File: config.mk
export PLATFORM = sky130hd
export DESIGN_NAME = c432_key_loader
export DESIGN_NICKNAME = d
export VERILOG_FILES = /design/src/rtl/c432_key_pkg.sv /design/src/rtl/key_shadow_sr.sv /design/src/rtl/c432_key_loader.sv
export SDC_FILE = /design/constraint.sdc
export NUM_CORES = 1
export LEC_CHECK = 0
export BUFFER_PORTS_ARGS = -buffer_cell sky130_fd_sc_hd__buf_2
export CAP_MARGIN = 20
export CORE_MARGIN = 5
export CORE_UTILIZATION = 40
export CTS_BUF_LIST = sky130_fd_sc_hd__clkbuf_8 sky130_fd_sc_hd__clkbuf_16
export CTS_CLUSTER_DIAMETER = 200
export DETAILED_ROUTE_END_ITERATION = 10
export PLACE_DENSITY = 0.68
export SETUP_SLACK_MARGIN = 0.02
export SYNTH_ARGS = -nofsm -noshare
export SYNTH_HDL_FRONTEND = slang
export SYNTH_SLANG_ARGS = --single-unit
File: constraint.sdc
create_clock -name clk -period 2.3 [get_ports clk]
set_input_delay 0.23 -clock clk [delete_from_list [all_inputs] [get_ports clk]]
set_output_delay 0.23 -clock clk [all_outputs]
set_load 0.05 [all_outputs]
File: src/rtl/c432_key_pkg.sv
// Shared definitions for the c432 key loader.
//   KEY_W_DEFAULT : default number of key inputs (s_0..s_11) on the locked c432
//   key_state_e   : loader FSM state encoding
package c432_key_pkg;

    localparam int unsigned KEY_W_DEFAULT = 12;

    typedef enum logic [1:0] {
        StIdle,
        StShift,
        StParity
    } key_state_e;

endpackage

File: src/rtl/key_shadow_sr.sv
// Shadow shift register for the c432 key loader, with running parity and bit counter.
// Holds the key being loaded until the FSM commits it, so the locked circuit never
// sees a partially shifted key.
//   clk      : rising-edge clock
//   rst      : synchronous active-high reset
//   clr      : zero shadow, parity and count
//   shift_en : accept din into the next LSB-first position
//   din      : serial key bit
//   shadow   : accumulated key bits, shadow[n] = n-th accepted bit
//   par      : XOR of all accepted bits
//   cnt      : number of accepted bits, saturates at KEY_W
module key_shadow_sr
    import c432_key_pkg::*;
#(
    parameter int unsigned KEY_W = KEY_W_DEFAULT,
    localparam int unsigned CNT_W = $clog2(KEY_W + 1)
) (
    input  logic             clk,
    input  logic             rst,
    input  logic             clr,
    input  logic             shift_en,
    input  logic             din,
    output logic [KEY_W-1:0] shadow,
    output logic             par,
    output logic [CNT_W-1:0] cnt
);

    localparam logic [CNT_W-1:0] CNT_FULL = CNT_W'(KEY_W);

    logic [KEY_W-1:0] shadow_d;
    logic             par_d;
    logic [CNT_W-1:0] cnt_d;

    // Bits enter at the MSB and move down, so after KEY_W shifts the first bit
    // sits at position 0. Shifting stops once full so the count never wraps.
    always_comb begin
        shadow_d = shadow;
        par_d    = par;
        cnt_d    = cnt;
        if (clr) begin
            shadow_d = '0;
            par_d    = 1'b0;
            cnt_d    = '0;
        end else if (shift_en && (cnt != CNT_FULL)) begin
            shadow_d            = shadow >> 1;
            shadow_d[KEY_W-1]   = din;
            par_d               = par ^ din;
            cnt_d               = cnt + CNT_W'(1);
        end
    end

    always_ff @(posedge clk) begin
        if (rst) begin
            shadow <= '0;
            par    <= 1'b0;
            cnt    <= '0;
        end else begin
            shadow <= shadow_d;
            par    <= par_d;
            cnt    <= cnt_d;
        end
    end

endmodule

File: src/rtl/c432_key_loader.sv
// Serial key loader for a logic-locked c432.
// Receives KEY_W key bits LSB first followed by one parity bit, and commits the
// key atomically only when the parity bit matches.
//   clk       : rising-edge clock
//   rst       : synchronous active-high reset
//   start     : begin a load (ignored while busy)
//   abort     : discard the load in progress
//   bit_valid : serial bit present
//   bit_data  : serial bit (key LSB first, then parity)
//   bit_ready : loader accepts bit_data this cycle
//   key       : committed key, key[i] drives s_i
//   key_valid : key holds a committed value
//   busy      : load in progress
//   err       : last load failed its parity check
module c432_key_loader
    import c432_key_pkg::*;
#(
    parameter int unsigned KEY_W   = KEY_W_DEFAULT,
    parameter bit          PAR_ODD = 1'b0
) (
    input  logic             clk,
    input  logic             rst,
    input  logic             start,
    input  logic             abort,
    input  logic             bit_valid,
    input  logic             bit_data,
    output logic             bit_ready,
    output logic [KEY_W-1:0] key,
    output logic             key_valid,
    output logic             busy,
    output logic             err
);

    localparam int unsigned      CNT_W    = $clog2(KEY_W + 1);
    localparam logic [CNT_W-1:0] CNT_LAST = CNT_W'(KEY_W - 1);

    key_state_e       state;
    key_state_e       state_d;
    logic             clr;
    logic             shift_en;
    logic             xfer;
    logic [KEY_W-1:0] shadow;
    logic             par;
    logic [CNT_W-1:0] cnt;
    logic [KEY_W-1:0] key_d;
    logic             key_valid_d;
    logic             err_d;

    key_shadow_sr #(
        .KEY_W (KEY_W)
    ) u_shadow (
        .clk      (clk),
        .rst      (rst),
        .clr      (clr),
        .shift_en (shift_en),
        .din      (bit_data),
        .shadow   (shadow),
        .par      (par),
        .cnt      (cnt)
    );

    assign busy = (state != StIdle);
    // Ready drops under abort/rst so a sender never sees an overridden bit as taken.
    assign bit_ready = busy && !abort && !rst;
    assign xfer      = bit_valid && bit_ready;

    always_comb begin
        state_d     = state;
        clr         = 1'b0;
        shift_en    = 1'b0;
        key_d       = key;
        key_valid_d = key_valid;
        err_d       = err;
        case (state)
            StIdle: begin
                if (start) begin
                    state_d = StShift;
                    clr     = 1'b1;
                    err_d   = 1'b0;
                end
            end
            StShift: begin
                if (abort) begin
                    state_d = StIdle;
                    clr     = 1'b1;
                end else if (xfer) begin
                    shift_en = 1'b1;
                    if (cnt == CNT_LAST) begin
                        state_d = StParity;
                    end
                end
            end
            StParity: begin
                if (abort) begin
                    state_d = StIdle;
                    clr     = 1'b1;
                end else if (xfer) begin
                    state_d = StIdle;
                    if (bit_data == (par ^ PAR_ODD)) begin
                        key_d       = shadow;
                        key_valid_d = 1'b1;
                    end else begin
                        err_d = 1'b1;
                    end
                end
            end
            default: begin
                state_d = StIdle;
                clr     = 1'b1;
            end
        endcase
    end

    always_ff @(posedge clk) begin
        if (rst) begin
            state     <= StIdle;
            key       <= '0;
            key_valid <= 1'b0;
            err       <= 1'b0;
        end else begin
            state     <= state_d;
            key       <= key_d;
            key_valid <= key_valid_d;
            err       <= err_d;
        end
    end

endmodule
# Word level (Yosys, flattened, before mapping)
# Index checks and enable logic that the tools add are counted.
# word_totals
ff_bits	33
in_bits	6
# op_classes
add_sub_neg	1
eq_ne	12
muxes	18
n_bitwise	2
reduce_logical	14
# op_table
op	n
2-bit two-way mux	6
1-bit two-way mux	9
3-bit inequality test (second input constant)	3
2-bit inequality test (second input constant)	4
4-bit AND reduction	2
2-bit one-hot mux with 3 select lines	1
5-bit AND reduction	1
4-bit by 1-bit adder with 4-bit output (second input constant)	1
4-bit equality test (second input constant)	1
1-bit logical AND	4
4-bit inequality test (second input constant)	1
1-bit one-hot mux with 2 select lines	2
2-bit nonzero test	2
2-bit OR reduction	2
2-bit by 1-bit equality test with 1-bit output (second input constant)	1
2-bit equality test (second input constant)	1
1-bit zero test	2
2-bit zero test	1
1-bit equality test	1
1-bit inverter	1
1-bit XOR	1

# Logic depth before layout (Yosys ltp)
# Gate-level depths: netlist of the first run.
# depth
ltp_word	8
depth_mapped	8

# By module
# A second synthesis of the first run with hierarchy kept.
# hier_totals
cells_unflattened	150
area_unflattened_um2	1465.2
# by_module_without_submodules
mod	instances	cells_per_inst	area_each_um2	seq_area_each_um2
c432_key_loader	1	79	759.5	320.3
key_shadow_sr	1	71	705.7	340.3

# Worst setup path before layout of the first run
# Ideal clock, no wire load.
# synth_timing
kind	register to output
from	register state[0]
to	output port bit_ready
arrival_time_ns	1.787
required_ns	2.070
slack_ns	0.283
stages_incl_launch_ff	4
path_buffers	0
path_cell_list	dfxtp_1 -> inv_1 -> ha_1 -> nor3_1
# synth_via
elab_chain_len	3
# synth_lines
item	line_no	text
from (decl)	c432_key_loader.sv:37	key_state_e state;
from (signal assigned)	c432_key_loader.sv:116	state <= StIdle;
from (signal assigned)	c432_key_loader.sv:121	state <= state_d;
2-bit nonzero test	c432_key_loader.sv:62	assign busy = (state != StIdle);
1-bit logical AND (2 in a row)	c432_key_loader.sv:64	assign bit_ready = busy && !abort && !rst;
to (decl)	c432_key_loader.sv:27	output logic bit_ready,
# Every way passes these cells.

# Worst setup path in the final report of the first run
# layout_timing
from	register state[0]
to	register state[0]
# layout_via
word_cells_on_any_way	13
cone_classes	6 x eq/ne; 1 x mux; 6 x reduce/logical
# layout_rtl
item	line_no	text
2-bit equality test (tied with other cells)	c432_key_loader.sv:74	case (state)
2-bit one-hot mux with 3 select lines *	c432_key_loader.sv:74	
net state_d[0]	c432_key_loader.sv:38	key_state_e state_d;
# Mark *: on every way through the listed nets, which the timed path passes. The rest lies on a longest branch.
# A chain may end at the register's enable or synchronous reset.

==> flow_summary.rst, run 1 <==
.. list-table::
   :header-rows: 1

   * - Metric
     - Value
   * - Placeable core region
     - 3360 sq um
   * - TritonCTS clock tree
     - done
   * - Die width
     - 69.3 um
   * - Crit start category
     - register
   * - Pre-antenna DRT Iters
     - 4
   * - Die ar.
     - 4800 sq um
   * - Number of DRC violations after detailed routing
     - 0
   * - Worst Path Arrival
     - 2.26 ns
   * - Number of distinct standard cells referenced by the synthesized netlist
     - 29
   * - Leakage power figure
     - 0.735 nW
   * - Setup skew after layout
     - 0.00674 ns
   * - Largest net degree at the start of global routing
     - 22
   * - Portion of total power attributed to combinational logic
     - 9.8%
   * - Leading post-synthesis cells by instance count
     - sky130_fd_sc_hd__dfxtp_1, sky130_fd_sc_hd__nand2_1, sky130_fd_sc_hd__nor2_1, sky130_fd_sc_hd__mux2i_1, sky130_fd_sc_hd__a21oi_1
   * - Depth of the worst hold-timing path
     - 3
   * - Number of flip-flops and latches in the synthesized netlist
     - 33
   * - Yosys warning total
     - 0
   * - Cell types occupying the most area after synthesis
     - sky130_fd_sc_hd__dfxtp_1, sky130_fd_sc_hd__mux2i_1, sky130_fd_sc_hd__nand2_1
   * - I/O pin count
     - 22
   * - Chip height
     - 69.3 um
   * - Initial core utilization
     - 41.8%
   * - Weighted congestion at the end of routability-driven global placement
     - 0.777
   * - Mean cell area of the mapped netlist
     - 9.24 sq um
   * - Post-synthesis cell area
     - 1410 sq um
   * - Clock Path Buffers
     - 2
   * - Fin. max-slew vios
     - 0
   * - Area used by multi-input combinational logic
     - 672 sq um
   * - Status
     - complete, no violations
   * - First-pass GRT wire length
     - 4550 um
   * - Share of power burned in registers
     - 53.4%
   * - Post-CTS Resized
     - 0
   * - Sequential-to-total area share from yosys stat
     - 47.0%
   * - Most Used Layer, Global Route
     - met2
   * - Number of setup buffers added after CTS
     - 0
   * - Layout Utilization
     - 48.4%
   * - Relative contribution of the clock network to total power
     - 36.8%
   * - Most used standard cell by instance count after synthesis
     - sky130_fd_sc_hd__dfxtp_1
   * - Required time of the critical path
     - 2.51 ns
   * - Type of destination of the critical path
     - register
   * - Cell taking the most area after synthesis
     - sky130_fd_sc_hd__dfxtp_1
   * - Layout Nets
     - 188
   * - Max-slew headroom at the worst pin
     - 55.7%
   * - Clock transition at the register clock pins on the worst setup and hold paths after CTS
     - 0.06 ns
   * - Global-route met1 utilization
     - 12.8%
   * - Routed wirelength normalized by instance count
     - 11.9 um
   * - Syn Inst Count
     - 152
   * - Worst vdd ir
     - 0.000341 V
   * - Combined global-route utilization of all metal layers
     - 12.0%
   * - Post-Route WL
     - 2640 um
   * - Length in cells of the worst reg-to-reg path
     - 6
   * - Clock latency reported for the late side of the worst-skew pair
     - 0.29 ns
   * - RSZ-0062 raised after global routing
     - no
   * - Number of antenna violations at the first check in global routing
     - 0
   * - Via count of the first global-routing pass
     - 1034
   * - Switching power share of the total
     - 25.4%
   * - Proportion of netlist area held by the largest area contributor
     - 47.0%
   * - Fin crit share
     - 89.1%
   * - Clock tree root driver cell
     - sky130_fd_sc_hd__clkbuf_8
   * - Maxcap violations
     - 0
   * - Number of levels in the clock H-tree
     - 2
   * - Filler instances
     - 356
   * - F_max
     - 0.488 GHz
   * - Worst slew pin tran
     - 0.662 ns
   * - Internal power
     - 0.000811 W
   * - Number of CTS-inserted buffers
     - 5
   * - Top fanout value on the critical path
     - 8
   * - Per-cell via count in the routed design
     - 4.93
   * - Category of the critical setup timing path
     - register to register
   * - Post-synthesis async set-or-reset flop share
     - 0%
   * - Class of the worst hold path
     - input pin to register
   * - Share of post-route cells with drive strength above 1
     - 21.5%
   * - Final global-route overflow total
     - 0
   * - Number of I/O port buffers
     - 21
   * - Met3 track utilization from global routing
     - 6.38%
   * - Sinks on Clock Net
     - 33
   * - Violation count after the first detailed-route iteration
     - 49
   * - ANT cells
     - 0
   * - Number of vias after detailed routing
     - 1099
   * - Final hold violation count
     - 0
   * - # hold bufs at CTS
     - 0
   * - Cell Pwr Density
     - 668 nW/um^2
   * - Site row count
     - 21
   * - Shortest clock period the worst path allows after layout
     - 2.05 ns
   * - Most common flop cell mapped by yosys
     - sky130_fd_sc_hd__dfxtp_1
   * - Global routing usage on met2
     - 18.9%
   * - Total negative setup slack
     - 0 ns
   * - Synthesized net count
     - 164
   * - Area growth from synthesis to layout
     - 15.8%
   * - Total half-perimeter wirelength after legalization and detailed placement
     - 1870 um
   * - Endpoints failing setup
     - 0
   * - Antenna-violating nets left
     - 0
   * - Number of synthesized flops with an enable pin
     - 0
   * - Register Area
     - 661 sq um
   * - Net switching power
     - 0.000276 W
## area by class of cell
class                   instances  area share [%]
clock inverters                 3           0.846
inverters                       7            1.62
flip-flops and latches         33            40.6
multi-input cells             105            41.3
repair buffers                 24            7.85
well taps                      46            3.54
clock buffers                   5            4.23
## worst paths after layout
kind / slack [ns] / startpoint / to
worst max-delay path: 0.25 / state[0] / state[0]
worst max register to register: 0.25 / state[0] / state[0]
worst min register to register: 0.45 / key_valid / key_valid
worst min-delay path: 0.29 / bit_data / u_shadow.shadow[11]
## layer usage
metal | routed length, um | vias to the layer above
met5 | 0 | -
met4 | 66 | 0
met3 | 136 | 7
met2 | 1250 | 15
met1 | 1190 | 521
li1 | - | 556
## worst max-delay path, cell delays in order (launching register included)
cell and delay [ns]:
sky130_fd_sc_hd__dfxtp_1 0.39, sky130_fd_sc_hd__inv_1 0.08, sky130_fd_sc_hd__ha_1 0.29, sky130_fd_sc_hd__nor4b_4 0.52, sky130_fd_sc_hd__nand4b_1 0.22, sky130_fd_sc_hd__a32oi_1 0.29, sky130_fd_sc_hd__mux2i_1 0.20
## sequential cells by signal (all words and copies together), names as in the netlist
register         cells
err                  1
key                 12
key_valid            1
state                2
u_shadow.cnt         4
u_shadow.par         1
u_shadow.shadow     12
## stage by stage
| stage | area, sq um | power, W | std cells | setup slack [ns] | hold slack [ns] |
|---|---|---|---|---|---|
| floorplan | 1410 | 0.000673 | 152 | 0.283 | 0.423 |
| detailed placement | 1540 | 0.000699 | 215 | 0.316 | 0.442 |
| CTS | 1630 | 0.00110 | 223 | 0.297 | 0.279 |
| global route | 1630 | 0.00114 | 223 | 0.119 | 0.276 |
| finish | 1630 | 0.00109 | 223 | 0.250 | 0.286 |
| global placement | 1540 | 0.000693 | 215 | 0.414 | 0.430 |
## power by group through the flow
stage	registers [W]	clock network [W]	logic (W)
after global routing	0.000580	0.000448	0.000116
after floorplan	0.000592	0	0.0000811
after CTS	0.000580	0.000412	0.000106
after global placement	0.000592	0	0.000100
final	0.000581	0.000400	0.000106
after detailed placement	0.000593	0	0.000106
## cell usage in the layout (no fill, tap or decap)
cell                       count
sky130_fd_sc_hd__dfxtp_1      33
sky130_fd_sc_hd__nand2_1      28
sky130_fd_sc_hd__buf_2        21
sky130_fd_sc_hd__nor2_1       16
sky130_fd_sc_hd__mux2i_1      13
sky130_fd_sc_hd__a21oi_1      10
sky130_fd_sc_hd__inv_1         8
sky130_fd_sc_hd__ha_1          6
sky130_fd_sc_hd__a21oi_2       5
sky130_fd_sc_hd__clkbuf_8      5
sky130_fd_sc_hd__nand4_1       3
sky130_fd_sc_hd__xor2_1        3
sky130_fd_sc_hd__buf_4         3
sky130_fd_sc_hd__xnor2_1       2
sky130_fd_sc_hd__a211oi_1      2
sky130_fd_sc_hd__nand3_1       2
sky130_fd_sc_hd__and3_1        2
sky130_fd_sc_hd__o21ai_0       2
sky130_fd_sc_hd__nand2b_1      2
sky130_fd_sc_hd__clkinv_2      2
sky130_fd_sc_hd__nor3_1        1
sky130_fd_sc_hd__nor4b_4       1
sky130_fd_sc_hd__nand3_2       1
sky130_fd_sc_hd__nand3b_1      1
sky130_fd_sc_hd__nand4b_1      1
sky130_fd_sc_hd__nor2b_1       1
sky130_fd_sc_hd__a22oi_1       1
sky130_fd_sc_hd__or2b_1        1
sky130_fd_sc_hd__a32oi_1       1
## kinds of logic (layout without fill, tap and decap cells)
kind of cell / count (synthesis) / in the layout / synth area share (%)
DFF: 33 / 33 / 47.0
buffers and inverters: 14 / 39 / 5.16
AOI/OAI and AO/OA: 21 / 21 / 9.62
and+or+nand+nor: 60 / 60 / 20.5
adders and majority gates: 6 / 6 / 5.34
muxes: 13 / 13 / 9.26
xor gates and xnor gates: 5 / 5 / 3.12
Note: power is estimated with default switching activity, not from simulation.
==> run 2: changes to the inputs <==
--- a/config.mk
+++ b/config.mk
@@ -7,12 +7,14 @@
 export LEC_CHECK = 0
 export BUFFER_PORTS_ARGS = -buffer_cell sky130_fd_sc_hd__buf_2
 export CAP_MARGIN = 20
+export CELL_PAD_IN_SITES_DETAIL_PLACEMENT = 0
+export CELL_PAD_IN_SITES_GLOBAL_PLACEMENT = 1
 export CORE_MARGIN = 5
 export CORE_UTILIZATION = 40
 export CTS_BUF_LIST = sky130_fd_sc_hd__clkbuf_8 sky130_fd_sc_hd__clkbuf_16
 export CTS_CLUSTER_DIAMETER = 200
 export DETAILED_ROUTE_END_ITERATION = 10
-export PLACE_DENSITY = 0.68
+export PLACE_DENSITY = 0.83
 export SETUP_SLACK_MARGIN = 0.02
 export SYNTH_ARGS = -nofsm -noshare
 export SYNTH_HDL_FRONTEND = slang
==> flow_summary.rst, run 2 (synthesized netlist as in run 1, its figures left out) <==
.. list-table::
   :header-rows: 1

   * - Metric
     - Value
   * - Status
     - complete, no violations
   * - Worst vdd ir
     - 0.000340 V (-0.47%)
   * - Per-cell via count in the routed design
     - 4.81 (-2.5%)
   * - Post-CTS Resized
     - 0 (unchanged)
   * - Number of setup buffers added after CTS
     - 0 (unchanged)
   * - Worst Path Arrival
     - 2.22 ns (-0.04 ns)
   * - Top library cells by usage in the layout, fill and taps aside
     - sky130_fd_sc_hd__dfxtp_1, sky130_fd_sc_hd__nand2_1, sky130_fd_sc_hd__buf_2
   * - Initial core utilization
     - 41.8% (unchanged)
   * - Category of the critical setup timing path
     - register to register
   * - Sinks on Clock Net
     - 33 (unchanged)
   * - # hold bufs at CTS
     - 0 (unchanged)
   * - Largest net degree at the start of global routing
     - 22 (unchanged)
   * - Die ar.
     - 4800 sq um (unchanged)
   * - Cell at the slowest stage of the critical path
     - sky130_fd_sc_hd__nor4b_4
   * - Endpoints failing setup
     - 0 (unchanged)
   * - First-pass GRT wire length
     - 4580 um (+0.75%)
   * - Number of I/O port buffers
     - 21 (unchanged)
   * - Shortest clock period the worst path allows after layout
     - 2.01 ns (-0.0437 ns)
   * - Class of the worst hold path
     - input pin to register
   * - Maxcap violations
     - 0 (unchanged)
   * - Final Instance Area
     - 1630 sq um (+0.23%)
   * - Layout Nets
     - 188 (unchanged)
   * - Chip height
     - 69.3 um (unchanged)
   * - Site row count
     - 21 (unchanged)
   * - Total negative setup slack
     - 0 ns (unchanged)
   * - ANT cells
     - 0 (unchanged)
   * - Post-Route WL
     - 2580 um (-2.3%)
   * - Pre-antenna DRT Iters
     - 4 (unchanged)
   * - Number of CTS-inserted buffers
     - 5 (unchanged)
   * - Clock Path Buffers
     - 2 (unchanged)
   * - Final hold violation count
     - 0 (unchanged)
   * - Area after DPL
     - 1540 sq um (unchanged)
   * - Cell Pwr Density
     - 673 nW/um^2 (+0.74%)
   * - Pre-CTS setup slack
     - 0.303 ns (-0.0131 ns)
   * - F_max
     - 0.498 GHz (+2.2%)
   * - Type of destination of the critical path
     - register
   * - Setup skew after layout
     - 0.00674 ns (-0.00000508 ns)
   * - Required time of the critical path
     - 2.51 ns (about the same)
   * - Number of vias after detailed routing
     - 1072 (-2.5%)
   * - Clock latency reported for the late side of the worst-skew pair
     - 0.28 ns (about the same)
   * - I/O pin count
     - 22 (unchanged)
   * - Most common library cell in the layout ignoring fill and taps
     - sky130_fd_sc_hd__dfxtp_1
   * - Fin crit share
     - 87.2% (-1.9 points)
   * - Combined global-route utilization of all metal layers
     - 11.7% (-0.34 points)
   * - Number of DRC violations after detailed routing
     - 0 (unchanged)
   * - Die width
     - 69.3 um (unchanged)
   * - R2R setup slack
     - 0.29 ns (+0.04 ns)
   * - Number of antenna violations at the first check in global routing
     - 0 (unchanged)
   * - Launch point of the worst reg-to-reg path
     - state[0]
   * - Antenna-violating nets left
     - 0 (unchanged)
   * - Fin. max-slew vios
     - 0 (unchanged)
   * - Final global-route overflow total
     - 0 (unchanged)
   * - Number of levels in the clock H-tree
     - 2 (unchanged)
   * - Weighted congestion at the end of routability-driven global placement
     - 0.780 (+0.32%)
   * - Biggest registers after layout
     - key x12, u_shadow.shadow x12, u_shadow.cnt x4
   * - Final Hold Slack
     - 0.285 ns (-0.00170 ns)
   * - Slowest Stage Delay on Critical Path
     - 0.50 ns (-0.02 ns)
   * - Violation count after the first detailed-route iteration
     - 31 (-37%)
   * - Max-slew headroom at the worst pin
     - 56.6% (+0.85 points)
   * - Share of post-route cells with drive strength above 1
     - 22.0% (+0.56 points)
   * - Hold path startpoint
     - bit_data
   * - Placeable core region
     - 3360 sq um (unchanged)
   * - Launch point of the worst path
     - state[0]
   * - Worst slew pin tran
     - 0.650 ns (-0.0127 ns)
   * - RSZ-0062 raised after global routing
     - no
   * - Cells along the critical path
     - inv_1 -> ha_1 -> nor4b_4 -> nand4b_1 -> a32oi_1 -> mux2i_1
   * - Via count of the first global-routing pass
     - 1017 (-1.6%)
   * - Area growth from synthesis to layout
     - 16.0%
   * - Leakage power figure
     - 0.730 nW (-0.70%)
   * - Routed wirelength normalized by instance count
     - 11.6 um (-2.3%)
   * - Top fanout value on the critical path
     - 8 (unchanged)
   * - Clock transition at the register clock pins on the worst setup and hold paths after CTS
     - 0.07 ns (about the same)
   * - TritonCTS clock tree
     - done
   * - Clock tree root driver cell
     - sky130_fd_sc_hd__clkbuf_8
   * - Total half-perimeter wirelength after legalization and detailed placement
     - 1830 um (-2.1%)
   * - Setup slack of the critical path after layout
     - 0.294 ns (+0.0437 ns)
   * - Filler instances
     - 361 (+1.4%)
   * - Crit start category
     - register
-- run 2: cell count changes in the layout (fill, tap and decap cells not counted), sizes merged --
cell / delta
clkinvlp: +1
inv: -1
-- run 2: metrics by stage --
stage / total power (W) / std cells / util, %
detailed placement: 0.000698 / 215 / 45.9
global route: 0.00115 / 223 / 48.5
finish: 0.00110 / 223 / 48.5
CTS: 0.00111 / 223 / 48.5
global placement: 0.000694 / 215 / 45.9
floorplan: 0.000673 / 152 / -
-- run 2: worst paths after layout --
path | to | cells past startpoint
min | u_shadow.shadow[11] | 3
min reg2reg | key_valid | 2
max | state[0] | 6
max reg2reg | state[0] | 6
-- run 2: power by group --
part | switching [W] | internal, W
Combinational | 0.0000739 | 0.0000306
Clock | 0.000204 | 0.000208
Sequential | 0.00000499 | 0.000576
Total | 0.000283 | 0.000814
-- run 2: area by class of cell --
type / instances / area [sq um] / share of cell area (%)
Multi-Input combinational cell: 105 / 672 / 41.2
Tap cell: 46 / 57.6 / 3.53
Clock inverter: 3 / 17.5 / 1.07
Inverter: 7 / 26.3 / 1.61
Timing Repair Buffer: 24 / 128 / 7.83
Clock buffer: 5 / 68.8 / 4.22
Sequential cell: 33 / 661 / 40.5
-- run 2: worst max-delay path: cells and delay by family, from the launching register on --
family / cells / cell delay, ns
adder cells (fa/ha/maj): 1 / 0.28
multiplexers: 1 / 0.20
AO/OA/AOI/OAI: 1 / 0.28
AND/OR/NAND/NOR: 2 / 0.70
buffers and inverters: 1 / 0.09
flip-flops: 1 / 0.39
-- run 2: routing by layer --
metal | track usage, % | wire [um]
met1 | 13.6 | 1200
met2 | 19.2 | 1240
met3 | 3.77 | 104
met4 | 5.86 | 42
met5 | 0 | 0
